<file path="config.mk">
export PLATFORM = sky130hd
export DESIGN_NAME = traffic_light_monitor
export DESIGN_NICKNAME = d
export VERILOG_FILES = /design/src/rtl/traffic_light_monitor.sv
export SDC_FILE = /design/constraint.sdc
export NUM_CORES = 1
export LEC_CHECK = 0
export BUFFER_PORTS_ARGS = -buffer_cell sky130_fd_sc_hd__buf_4
export CAP_MARGIN = 20
export CORE_MARGIN = 5
export CORE_UTILIZATION = 52
export CTS_CLUSTER_DIAMETER = 60
export DETAILED_ROUTE_END_ITERATION = 8
export PLACE_DENSITY = 0.82
export SETUP_SLACK_MARGIN = 0.05
export SYNTH_ARGS = -nofsm -noshare
export SYNTH_HDL_FRONTEND = slang
export SYNTH_SLANG_ARGS = --single-unit
</file>
<file path="constraint.sdc">
create_clock -name clock -period 3.6 [get_ports clock]
set_clock_uncertainty 0.15 [all_clocks]
set_input_delay 0.54 -clock clock [delete_from_list [all_inputs] [get_ports clock]]
set_output_delay 0.54 -clock clock [all_outputs]
set_load 0.01 [all_outputs]
</file>
<file path="src/rtl/traffic_light_monitor.sv">
// traffic_light_monitor
// Passive safety checker for a two-way traffic light controller. Decodes the
// six lamp drives into a phase each clock, tracks how long the phase has been
// held, and checks encoding, mutual exclusion, phase ordering and dwell
// limits. The first fault seen is latched together with its code until a
// fault_clear or reset.

module traffic_light_monitor #(
    parameter int MIN_GREEN = 4,
    parameter int MAX_PHASE = 20,
    parameter int CNT_W     = 8
) (
    input  logic             clock,
    input  logic             reset,
    input  logic             fault_clear,
    input  logic             rn,
    input  logic             yn,
    input  logic             gn,
    input  logic             re,
    input  logic             ye,
    input  logic             ge,
    output logic [2:0]       phase,
    output logic [CNT_W-1:0] dwell,
    output logic [7:0]       cycle_count,
    output logic             fault,
    output logic [2:0]       fault_code
);

    // Phase encoding as presented on the phase output.
    localparam logic [2:0] PH_UNKNOWN = 3'd0;
    localparam logic [2:0] PH_NS_G    = 3'd1;
    localparam logic [2:0] PH_NS_Y    = 3'd2;
    localparam logic [2:0] PH_ALL_RED = 3'd3;
    localparam logic [2:0] PH_EW_G    = 3'd4;
    localparam logic [2:0] PH_EW_Y    = 3'd5;
    localparam logic [2:0] PH_INVALID = 3'd7;

    // Fault codes, lower value means higher priority.
    localparam logic [2:0] FC_NONE        = 3'd0;
    localparam logic [2:0] FC_CONFLICT    = 3'd1;
    localparam logic [2:0] FC_ENCODING    = 3'd2;
    localparam logic [2:0] FC_SEQUENCE    = 3'd3;
    localparam logic [2:0] FC_SHORT_GREEN = 3'd4;
    localparam logic [2:0] FC_STUCK       = 3'd5;

    localparam logic [CNT_W-1:0] DWELL_MAX   = '1;
    localparam logic [CNT_W-1:0] MIN_GREEN_C = CNT_W'(MIN_GREEN);
    localparam logic [CNT_W-1:0] MAX_PHASE_C = CNT_W'(MAX_PHASE);
    localparam bit               STUCK_EN    = (MAX_PHASE != 0);

    // SYNC: waiting for the first legal phase, no ordering knowledge yet.
    // RUN: ordering and short-green checks are active.
    typedef enum logic {
        MODE_SYNC = 1'b0,
        MODE_RUN  = 1'b1
    } mode_t;

    // Direction of the most recent green, used to enforce alternation
    // when leaving ALL_RED.
    typedef enum logic [1:0] {
        LG_NONE = 2'd0,
        LG_NS   = 2'd1,
        LG_EW   = 2'd2
    } green_t;

    // Registered state
    logic [2:0]       phase_reg,       phase_next;
    logic [CNT_W-1:0] dwell_reg,       dwell_next;
    logic [7:0]       cycle_count_reg, cycle_count_next;
    logic             fault_reg,       fault_next;
    logic [2:0]       fault_code_reg,  fault_code_next;
    mode_t            mode_reg,        mode_next;
    green_t           last_green_reg,  last_green_next;

    // Combinational decode of the current lamp sample
    logic       ns_one_hot;
    logic       ew_one_hot;
    logic       conflict;
    logic       encoding_bad;
    logic [2:0] sample_phase;
    logic       phase_changed;
    logic       legal_step;
    logic       leaving_green;
    logic [2:0] new_code;

    // Lamp group legality: exactly one lamp per direction, no simultaneous
    // go/caution lamps on both directions.
    always_comb begin
        ns_one_hot   = (rn ^ yn ^ gn) & ~(rn & yn & gn);
        ew_one_hot   = (re ^ ye ^ ge) & ~(re & ye & ge);
        conflict     = (gn | yn) & (ge | ye);
        encoding_bad = ~ns_one_hot | ~ew_one_hot;
    end

    // Map a legal lamp pattern onto its phase; anything else is INVALID.
    always_comb begin
        sample_phase = PH_INVALID;
        if (!conflict && !encoding_bad) begin
            if (gn && re) begin
                sample_phase = PH_NS_G;
            end else if (yn && re) begin
                sample_phase = PH_NS_Y;
            end else if (rn && re) begin
                sample_phase = PH_ALL_RED;
            end else if (rn && ge) begin
                sample_phase = PH_EW_G;
            end else if (rn && ye) begin
                sample_phase = PH_EW_Y;
            end
        end
    end

    // Transition legality against the registered phase. Leaving ALL_RED
    // must select the direction that did not have the previous green; with
    // no green seen yet since sync either direction is acceptable.
    always_comb begin
        phase_changed = (sample_phase != phase_reg);
        legal_step    = 1'b0;
        case (phase_reg)
            PH_NS_G:    legal_step = (sample_phase == PH_NS_Y);
            PH_NS_Y:    legal_step = (sample_phase == PH_ALL_RED);
            PH_EW_G:    legal_step = (sample_phase == PH_EW_Y);
            PH_EW_Y:    legal_step = (sample_phase == PH_ALL_RED);
            PH_ALL_RED: legal_step = ((sample_phase == PH_EW_G) && (last_green_reg != LG_EW))
                                  || ((sample_phase == PH_NS_G) && (last_green_reg != LG_NS));
            default:    legal_step = 1'b0;
        endcase
        leaving_green = phase_changed
                     && ((phase_reg == PH_NS_G) || (phase_reg == PH_EW_G));
    end

    // Prioritised fault selection for this sample; only the top one counts.
    always_comb begin
        new_code = FC_NONE;
        if (conflict) begin
            new_code = FC_CONFLICT;
        end else if (encoding_bad) begin
            new_code = FC_ENCODING;
        end else if ((mode_reg == MODE_RUN) && phase_changed && !legal_step) begin
            new_code = FC_SEQUENCE;
        end else if ((mode_reg == MODE_RUN) && leaving_green && (dwell_reg < MIN_GREEN_C)) begin
            new_code = FC_SHORT_GREEN;
        end else if (STUCK_EN && !phase_changed && (dwell_reg == MAX_PHASE_C)) begin
            new_code = FC_STUCK;
        end
    end

    // Next-state logic: phase/dwell always follow the lamps, checks and the
    // cycle counter only run while no fault is latched.
    always_comb begin
        phase_next       = sample_phase;
        dwell_next       = dwell_reg;
        cycle_count_next = cycle_count_reg;
        fault_next       = fault_reg;
        fault_code_next  = fault_code_reg;
        mode_next        = mode_reg;
        last_green_next  = last_green_reg;

        if (phase_changed) begin
            dwell_next = {{(CNT_W-1){1'b0}}, 1'b1};
        end else if (dwell_reg != DWELL_MAX) begin
            dwell_next = dwell_reg + 1'b1;
        end

        if (sample_phase == PH_NS_G) begin
            last_green_next = LG_NS;
        end else if (sample_phase == PH_EW_G) begin
            last_green_next = LG_EW;
        end

        if (!fault_reg) begin
            if (new_code != FC_NONE) begin
                fault_next      = 1'b1;
                fault_code_next = new_code;
            end else if (mode_reg == MODE_SYNC) begin
                // First legal phase after sync is taken as-is.
                mode_next = MODE_RUN;
            end else if ((phase_reg == PH_ALL_RED) && (sample_phase == PH_NS_G)) begin
                cycle_count_next = cycle_count_reg + 8'd1;
            end
        end
    end

    // State register; reset beats fault_clear, and a clear discards the
    // sample taken on the same edge while keeping the cycle count.
    always_ff @(posedge clock) begin
        if (reset) begin
            phase_reg       <= PH_UNKNOWN;
            dwell_reg       <= '0;
            cycle_count_reg <= 8'd0;
            fault_reg       <= 1'b0;
            fault_code_reg  <= FC_NONE;
            mode_reg        <= MODE_SYNC;
            last_green_reg  <= LG_NONE;
        end else if (fault_clear) begin
            phase_reg       <= PH_UNKNOWN;
            dwell_reg       <= '0;
            fault_reg       <= 1'b0;
            fault_code_reg  <= FC_NONE;
            mode_reg        <= MODE_SYNC;
            last_green_reg  <= LG_NONE;
        end else begin
            phase_reg       <= phase_next;
            dwell_reg       <= dwell_next;
            cycle_count_reg <= cycle_count_next;
            fault_reg       <= fault_next;
            fault_code_reg  <= fault_code_next;
            mode_reg        <= mode_next;
            last_green_reg  <= last_green_next;
        end
    end

    assign phase       = phase_reg;
    assign dwell       = dwell_reg;
    assign cycle_count = cycle_count_reg;
    assign fault       = fault_reg;
    assign fault_code  = fault_code_reg;

endmodule

</file>
==> results of run 1 <==
## critical path, delay by kind of cell
family | cells | cell delay [ns]
simple gates | 3 | 0.67
compound gates | 3 | 0.93
xor+xnor | 1 | 0.16
mux | 1 | 0.33
buf+inv | 1 | 0.14
fa+ha+maj | 1 | 0.31
## path summary, 6_finish.rpt
path                 startpoint  slack, ns             end
setup / recovery             rn       0.57  cycle_count[6]
setup reg to reg       phase[0]       0.97  cycle_count[6]
hold / removal            reset       0.34  cycle_count[3]
hold reg to reg   fault_code[1]       0.34   fault_code[1]
## power by group through the flow
stage | combinational (mW) | clock [mW] | sequential [mW]
floorplan | 0.0562 | 0 | 0.305
global placement | 0.0792 | 0 | 0.307
detailed placement | 0.0802 | 0 | 0.307
CTS | 0.0805 | 0.120 | 0.301
global route | 0.0896 | 0.136 | 0.302
finish | 0.0808 | 0.115 | 0.300
## cells by family (layout without fill, tap and decap cells)
family,after synthesis,after routing,share of synthesized area (%)
compound gates,45,45,19.8
xor+xnor,8,8,4.72
fa+ha+maj,5,5,3.80
buf+inv,17,43,4.71
flops,26,26,31.6
mux,6,6,4.26
simple gates,95,95,31.1
## per-stage QoR
step / setup WS [ns] / power [mW] / cell area [sq um] / utilization [%]
2_1_floorplan: 0.637 / 0.361 / 1650 / -
3_3_place_gp: 0.299 / 0.386 / 1890 / 61.9
3_5_place_dp: 0.252 / 0.387 / 1890 / 61.9
4_1_cts: 0.597 / 0.501 / 1910 / 62.6
5_1_grt: 0.436 / 0.528 / 1910 / 62.6
6_report: 0.569 / 0.496 / 1910 / 62.6
## cells in the final DEF (no fill, tap or decap), types with 4 or more instances in the layout
| cell | n |
|---|---|
| xor2_1 | 5 |
| nand4_1 | 7 |
| nand2b_1 | 7 |
| nor2b_1 | 4 |
| and3_1 | 6 |
| inv_1 | 9 |
| nor2_1 | 28 |
| o21ai_0 | 8 |
| ha_1 | 5 |
| nand2_1 | 12 |
| a21oi_1 | 14 |
| a31oi_1 | 6 |
| nand3_1 | 7 |
| dfxtp_1 | 26 |
| buf_4 | 31 |
## final cells by class
cell class | count | area (sq um) | area share, %
multi-input cells | 159 | 1050 | 54.8
flip-flops and latches | 26 | 520 | 27.2
inverters | 9 | 33.8 | 1.77
well taps | 44 | 55.1 | 2.88
clock buffers | 3 | 22.5 | 1.18
repair buffers | 31 | 233 | 12.2
## per-layer routing
metal / wire length [um] / track usage (%) / vias up
met2: 1500 / 24.4 / 39
met3: 178 / 3.91 / 2
li1: - / - / 784
met1: 1730 / 22.9 / 695
met5: 0 / 0 / -
met4: 11 / 2.28 / 0
==> results.cfg, run 1 <==
[cells_and_area]
instances_no_fill = 272
fill_cells = 280
area_growth_pct = 16.2
nets = 244
drive_gt1_share_pct = 21.5
n_antenna_cell = 0

[worst_hold_path]
hold_class = input pin to flop
min_delay_path_depth = 2

[setup_path]
crit_path_start_kind = input pin
worstRegToRegCells = 8
cp_slowest_cell = a221oi_4
critPathMaxFanout = 11
cp_slowest_stage_delay_ns = 0.45
critPathRequiredTime_ns = 3.66
cp_cell_sequence = buf_4, ha_1, or3b_4, a221oi_4, nand2_2, xnor2_2, o21ai_2, a21oi_4, nand4_1, mux2_1
critical_path_class = input pin to flop
arrival_ns = 3.09
cp-end-kind = flop

[detailed_routing]
postRouteAntennaNets = 0
wire_per_inst_um = 12.6
vias_per_cell = 5.59
vias = 1520
dr.pass1.iters = 4
drc = 0
drt_iter0_drc = 105
wl_um = 3420

[synthesis]
synth.avg_cell_area_sq_um = 8.15
ys.flop_type = dfxtp_1
synth_edf_count = 0
synth_largest_area_cell = dfxtp_1
synth_seq_cells = 26
netlist_instances = 202
syn-cell-area_sq_um = 1650
yosys-top-cells-area = dfxtp_1 32%, nor2_1 6.4%, a21oi_1 4.3%
yosysWarningCount = 0
synth_fp_nets = 216
yosys.area.top_type_share_pct = 31.6
ys_types = 55
ys_top_cells_by_count = 28 x nor2_1, 26 x dfxtp_1, 14 x a21oi_1, 12 x nand2_1, 9 x inv_1
yosysMostFrequentCell = nor2_1
synth_seq_area_share_pct = 31.6
synthArstFlopShare_pct = 0

[place]
post-dp-hpwl_um = 2680
routabilityCongestion = 0.911
dpl.cell_count = 269
io_buffers = 31

[global_route]
antenna_found_initial = 0
grt_pass1_vias = 1282
overflow = 0
grt_start_max_net_pins = 15
grt_pass1_wl_um = 5590
track_usage_pct = 15.9

[die]
fp-row-count = 20
ios = 32
die_w_um = 66.3
start_util_pct = 53.9
dieArea_sq_um = 4390
coreArea_sq_um = 3050
die_y_um = 66.3

[timing]
fin_setup_tns_ns = 0
period_share_pct = 84.2
hold_violations = 0
rsz0062_at_grt = false
drv_slew = 0
slew_headroom_pct = 62.5
fmax_ghz = 0.330
hold_slack_ns = 0.336
worst_slew_pin_slew_ns = 0.548
setup_viol_count_final = 0
finalCriticalPeriod_ns = 3.03

[run]
maxCapViolCount = 0

[clocking]
ctsResizeCount = 0
cts_tree = built
numCtsBuffers = 3
worstSkewPairLatency_ns = 0.31
cts.clk_slew.worst_paths_ns = 0.12
cts_setup_buffers = 0
cts_root_buf = clkbuf_4
cts_buffer_depth = 2
cts_sinks = 26
postCtsHoldBufs = 0
ctsHtreeMaxLevel = 1

[power_and_ir_drop]
ir_worst_vdd_uv = 223
p_leak_nw = 0.792
clkPwrFrac_pct = 23.1
power.switching_mw = 0.129
powerDensity_nw_per_um2 = 259
swShare_pct = 25.9
seqPwrFrac_pct = 60.6
p_int_mw = 0.367
combPwrFrac_pct = 16.3

[run_status]
outcome = finished clean
No activity file was read; power rests on OpenSTA's default activity.
==> run 2, diff against run 1 <==
--- a/config.mk
+++ b/config.mk
@@ -8,10 +8,10 @@
 export BUFFER_PORTS_ARGS = -buffer_cell sky130_fd_sc_hd__buf_4
 export CAP_MARGIN = 20
 export CORE_MARGIN = 5
-export CORE_UTILIZATION = 52
+export CORE_UTILIZATION = 49
 export CTS_CLUSTER_DIAMETER = 60
 export DETAILED_ROUTE_END_ITERATION = 8
-export PLACE_DENSITY = 0.82
+export PLACE_DENSITY = 0.81
 export SETUP_SLACK_MARGIN = 0.05
 export SYNTH_ARGS = -nofsm -noshare
 export SYNTH_HDL_FRONTEND = slang
==> constraint.sdc (replaced) <==
create_clock -name clock -period 2.7 [get_ports clock]
set_clock_uncertainty 0.15 [all_clocks]
set_input_delay 0.405 -clock clock [delete_from_list [all_inputs] [get_ports clock]]
set_output_delay 0.405 -clock clock [all_outputs]
set_load 0.01 [all_outputs]
==> results.cfg, run 2 (synthesis results as in run 1) <==
[run_status]
outcome = finished clean

[detailed_routing]
wire_per_inst_um = 13.2
wl_um = 3920
dr.pass1.iters = 4
drt_iter0_drc = 107
vias_per_cell = 5.43
drc = 0
vias = 1608
postRouteAntennaNets = 0

[place]
io_buffers = 31
routabilityCongestion = 0.870
postPlaceCellArea_sq_um = 2080
dpl.cell_count = 291
post-dp-hpwl_um = 3000

[clocking]
numCtsBuffers = 3
cts_root_buf = clkbuf_4
cts_sinks = 26
worstSkewPairLatency_ns = 0.33
cts_buffer_depth = 2
postCtsHoldBufs = 0
cts_tree = built
ctsHtreeMaxLevel = 1
cts.clk_slew.worst_paths_ns = 0.15

[setup_path]
arrival_ns = 2.61
cp-end-kind = flop
crit_path_start_kind = input pin
critPathMaxFanout = 8
critPathRequiredTime_ns = 2.80
critical_path_class = input pin to flop

[global_route]
grt_util_met3_pct = 2.30
grt_start_max_net_pins = 16
antenna_found_initial = 0
overflow = 0
track_usage_pct = 18.0
met2_usage_pct = 29.8
top_usage_layer = met2
grt_pass1_wl_um = 6400
grt_pass1_vias = 1434
use_met1_pct = 24.3

[timing]
slew_headroom_pct = 66.8
fmax_ghz = 0.398
hold_slack_ns = 0.160
rsz0062_at_grt = false
setup_viol_count_final = 0
hold_violations = 0
period_share_pct = 93.0
fin_setup_tns_ns = 0
finalCriticalPeriod_ns = 2.51
drv_slew = 0
worst_slew_pin_slew_ns = 0.485

[die]
dieArea_sq_um = 4620
die_w_um = 67.9
die_y_um = 67.9
coreArea_sq_um = 3280
ios = 32
start_util_pct = 50.1
fp-row-count = 21

[cells_and_area]
drive_gt1_share_pct = 29.6
instances_no_fill = 296
n_antenna_cell = 0
final_cell_mix = 52 x buf_4, 28 x nor2_1, 26 x dfxtp_1, 14 x a21oi_1, 12 x nand2_1
nets = 265
area_growth_pct = 29.9
final_cell_area_sq_um = 2140
fill_cells = 293
layout_commonest_cell = buf_4

[run]
maxCapViolCount = 0

[worst_hold_path]
hold_class = input pin to flop

[power_and_ir_drop]
powerDensity_nw_per_um2 = 380
ir_worst_vdd_uv = 198
p_leak_nw = 0.911
power.total_mw = 0.812
run 2: final cells by class:
type,instances,area (sq um),share of cell area [%]
repair buffers,52,390,18.3
well taps,46,57.6,2.69
clock buffers,3,22.5,1.05
flip-flops and latches,26,520,24.4
inverters,9,33.8,1.58
multi-input cells,159,1080,50.6
clock inverters,1,30.0,1.41
run 2: what timing repair did:
| item | 4_1_cts | 5_1_grt |
|---|---|---|
| setup endpoints to repair | 0 | 1 |
| resized for setup | 0 | 0 |
| setup buffers | 0 | 1 |
run 2: power by group:
| group | leakage, nW | switching [mW] | internal, mW | total [mW] |
|---|---|---|---|---|
| sequential | 0.211 | 0.00962 | 0.390 | 0.400 |
| combinational | 0.672 | 0.0700 | 0.0685 | 0.138 |
| clock | 0.0279 | 0.124 | 0.150 | 0.274 |
run 2: metal layers:
layer	vias up	share of wire [%]	wire, um
met3	7	3.1	121
li1	825	-	-
met2	28	46	1810
met1	748	49	1930
met5	-	0	0
met4	0	1.4	54
run 2: worst max-delay path: stages:
cell and delay, ns:
buf_4 0.12, ha_4 0.23, or3b_4 0.40, a221oi_4 0.37, nand2_2 0.13, xnor2_2 0.20
o21ai_4 0.12, a21oi_4 0.17, buf_4 0.18, a21oi_1 0.07, a31o_2 0.21
run 2: per-stage QoR:
step / setup WS (ns) / util [%]
2_1_floorplan: -0.0700 / -
3_3_place_gp: -0.109 / 63.2
3_5_place_dp: -0.149 / 63.2
4_1_cts: 0.171 / 64.8
5_1_grt: 0.0571 / 65.1
6_report: 0.190 / 65.1
run 2: final timing paths:
| kind | depth (start not counted) | slack [ns] | endpoint | start |
|---|---|---|---|---|
| worst max-delay path | 11 | 0.19 | cycle_count[2] | rn |
| worst min-delay path | 2 | 0.16 | cycle_count[4] | reset |
| worst max register to register | 9 | 0.25 | cycle_count[2] | phase[2] |
| worst min register to register | 1 | 0.35 | fault_code[1] | fault_code[1] |
==> run 3, diff against run 2 <==
--- a/config.mk
+++ b/config.mk
@@ -8,10 +8,11 @@
 export BUFFER_PORTS_ARGS = -buffer_cell sky130_fd_sc_hd__buf_4
 export CAP_MARGIN = 20
 export CORE_MARGIN = 5
-export CORE_UTILIZATION = 49
+export CORE_UTILIZATION = 51
+export CTS_BUF_LIST = sky130_fd_sc_hd__clkbuf_2
 export CTS_CLUSTER_DIAMETER = 60
 export DETAILED_ROUTE_END_ITERATION = 8
-export PLACE_DENSITY = 0.81
+export PLACE_DENSITY = 0.84
 export SETUP_SLACK_MARGIN = 0.05
 export SYNTH_ARGS = -nofsm -noshare
 export SYNTH_HDL_FRONTEND = slang
==> results.cfg, run 3 (synthesis results as in run 1) <==
[run_status]
outcome = finished clean

[timing]
rsz0062_at_grt = false
worst_slew_pin_slew_ns = 0.471
setup_viol_count_final = 0
drv_slew = 0
period_share_pct = 92.5
finalCriticalPeriod_ns = 2.50
slew_headroom_pct = 67.8
hold_violations = 0
fmax_ghz = 0.400

[setup_path]
worstSetupPathDepth = 10
cp-end-kind = flop
critPathMaxFanout = 6
arrival_ns = 2.62
critical_path_class = input pin to flop
crit_family = compound AO/OA/AOI/OAI gates
cp_cell_sequence = buf_4, ha_4, or3b_4, a221oi_4, nand2_1, a21oi_1, nand2_1, a21oi_4, nand4_1, mux2_4
cp_common_cell = nand2_1
worstRegToRegCells = 8
critPathRequiredTime_ns = 2.82
crit_path_start_kind = input pin
path_buf_inv = 1
cp_slowest_cell = a221oi_4
cp_slowest_stage_delay_ns = 0.40

[clocking]
ctsHtreeMaxLevel = 1
cts_buffer_depth = 2
cts_tree = built
worstSkewPairLatency_ns = 0.35
cts_setup_buffers = 0
cts_root_buf = clkbuf_2
cts_sinks = 26
ctsResizeCount = 0
postCtsHoldBufs = 0
cts.clk_slew.worst_paths_ns = 0.24
numCtsBuffers = 3

[cells_and_area]
n_antenna_cell = 0
regArea_sq_um = 520
drive_gt1_share_pct = 30.4
layout_commonest_cell = buf_4
instances_no_fill = 297
final_cell_area_sq_um = 2150
fill_cells = 264
area_growth_pct = 30.6
multiInputGateArea_sq_um = 1080
nets = 268
final_cell_mix = 55 x buf_4, 28 x nor2_1, 26 x dfxtp_1, 14 x a21oi_1, 12 x nand2_1
final_util_pct = 69.8

[power_and_ir_drop]
powerDensity_nw_per_um2 = 363
seqPwrFrac_pct = 51.4
swShare_pct = 24.7
p_int_mw = 0.587
combPwrFrac_pct = 17.6
power.switching_mw = 0.192
p_leak_nw = 0.922
clkPwrFrac_pct = 30.9
ir_worst_vdd_uv = 302

[die]
start_util_pct = 53.5
ios = 32
die_w_um = 66.8
coreArea_sq_um = 3080
dieArea_sq_um = 4460
die_y_um = 66.8
fp-row-count = 20

[place]
dpl.cell_count = 293
io_buffers = 31
post-dp-hpwl_um = 3080
postPlaceCellArea_sq_um = 2100
routabilityCongestion = 0.894

[detailed_routing]
vias = 1614
wire_per_inst_um = 13.0
wl_um = 3860
postRouteAntennaNets = 0
drt_iter0_drc = 91
drc = 0
vias_per_cell = 5.43
dr.pass1.iters = 4

[global_route]
overflow = 0
grt_pass1_vias = 1481
grt_start_max_net_pins = 16
track_usage_pct = 19.0
grt_pass1_wl_um = 6670
antenna_found_initial = 0

[worst_hold_path]
min_delay_path_depth = 2
hold_class = input pin to flop

[run]
maxCapViolCount = 0
[run 3: cell count changes in the layout (fill, tap and decap cells not counted), sizes merged]
cell	delta
buf	+3
[run 3: area by class of cell]
type / instances / area share [%]
inverters: 9 / 1.57
multi-input cells: 159 / 50.3
clock inverters: 1 / 1.40
well taps: 44 / 2.56
clock buffers: 3 / 0.698
repair buffers: 55 / 19.2
flip-flops and latches: 26 / 24.2
[run 3: worst paths after layout]
| kind | startpoint | slack, ns | to |
|---|---|---|---|
| setup / recovery | rn | 0.20 | cycle_count[5] |
| hold / removal | reset | 0.13 | cycle_count[1] |
| setup reg to reg | phase[2] | 0.23 | cycle_count[5] |
| hold reg to reg | fault_code[0] | 0.37 | fault_code[0] |
[run 3: through the flow]
stage          setup TNS, ns  worst slack, ns  total power, mW  hold slack (ns)
2_1_floorplan         -0.122          -0.0700            0.485            0.340
3_3_place_gp           -1.17           -0.156            0.542            0.318
3_5_place_dp           -1.96           -0.197            0.544            0.324
4_1_cts                    0            0.223            0.785            0.110
5_1_grt                    0           0.0650            0.823           0.0860
6_report                   0            0.202            0.780            0.127
[run 3: power by group through the flow]
| stage | registers, mW | clock network (mW) | logic [mW] |
|---|---|---|---|
| global placement | 0.408 | 0 | 0.134 |
| floorplan | 0.406 | 0 | 0.0786 |
| CTS | 0.401 | 0.247 | 0.137 |
| detailed placement | 0.408 | 0 | 0.136 |
| finish | 0.401 | 0.241 | 0.137 |
| global route | 0.403 | 0.268 | 0.152 |
[run 3: layer usage]
layer,part of all wire [%],global-route usage (%),vias up
met1,49,26.4,745
li1,-,-,833
met3,5.1,5.06,4
met5,0,0,-
met4,0.49,3.30,0
met2,46,29.8,32
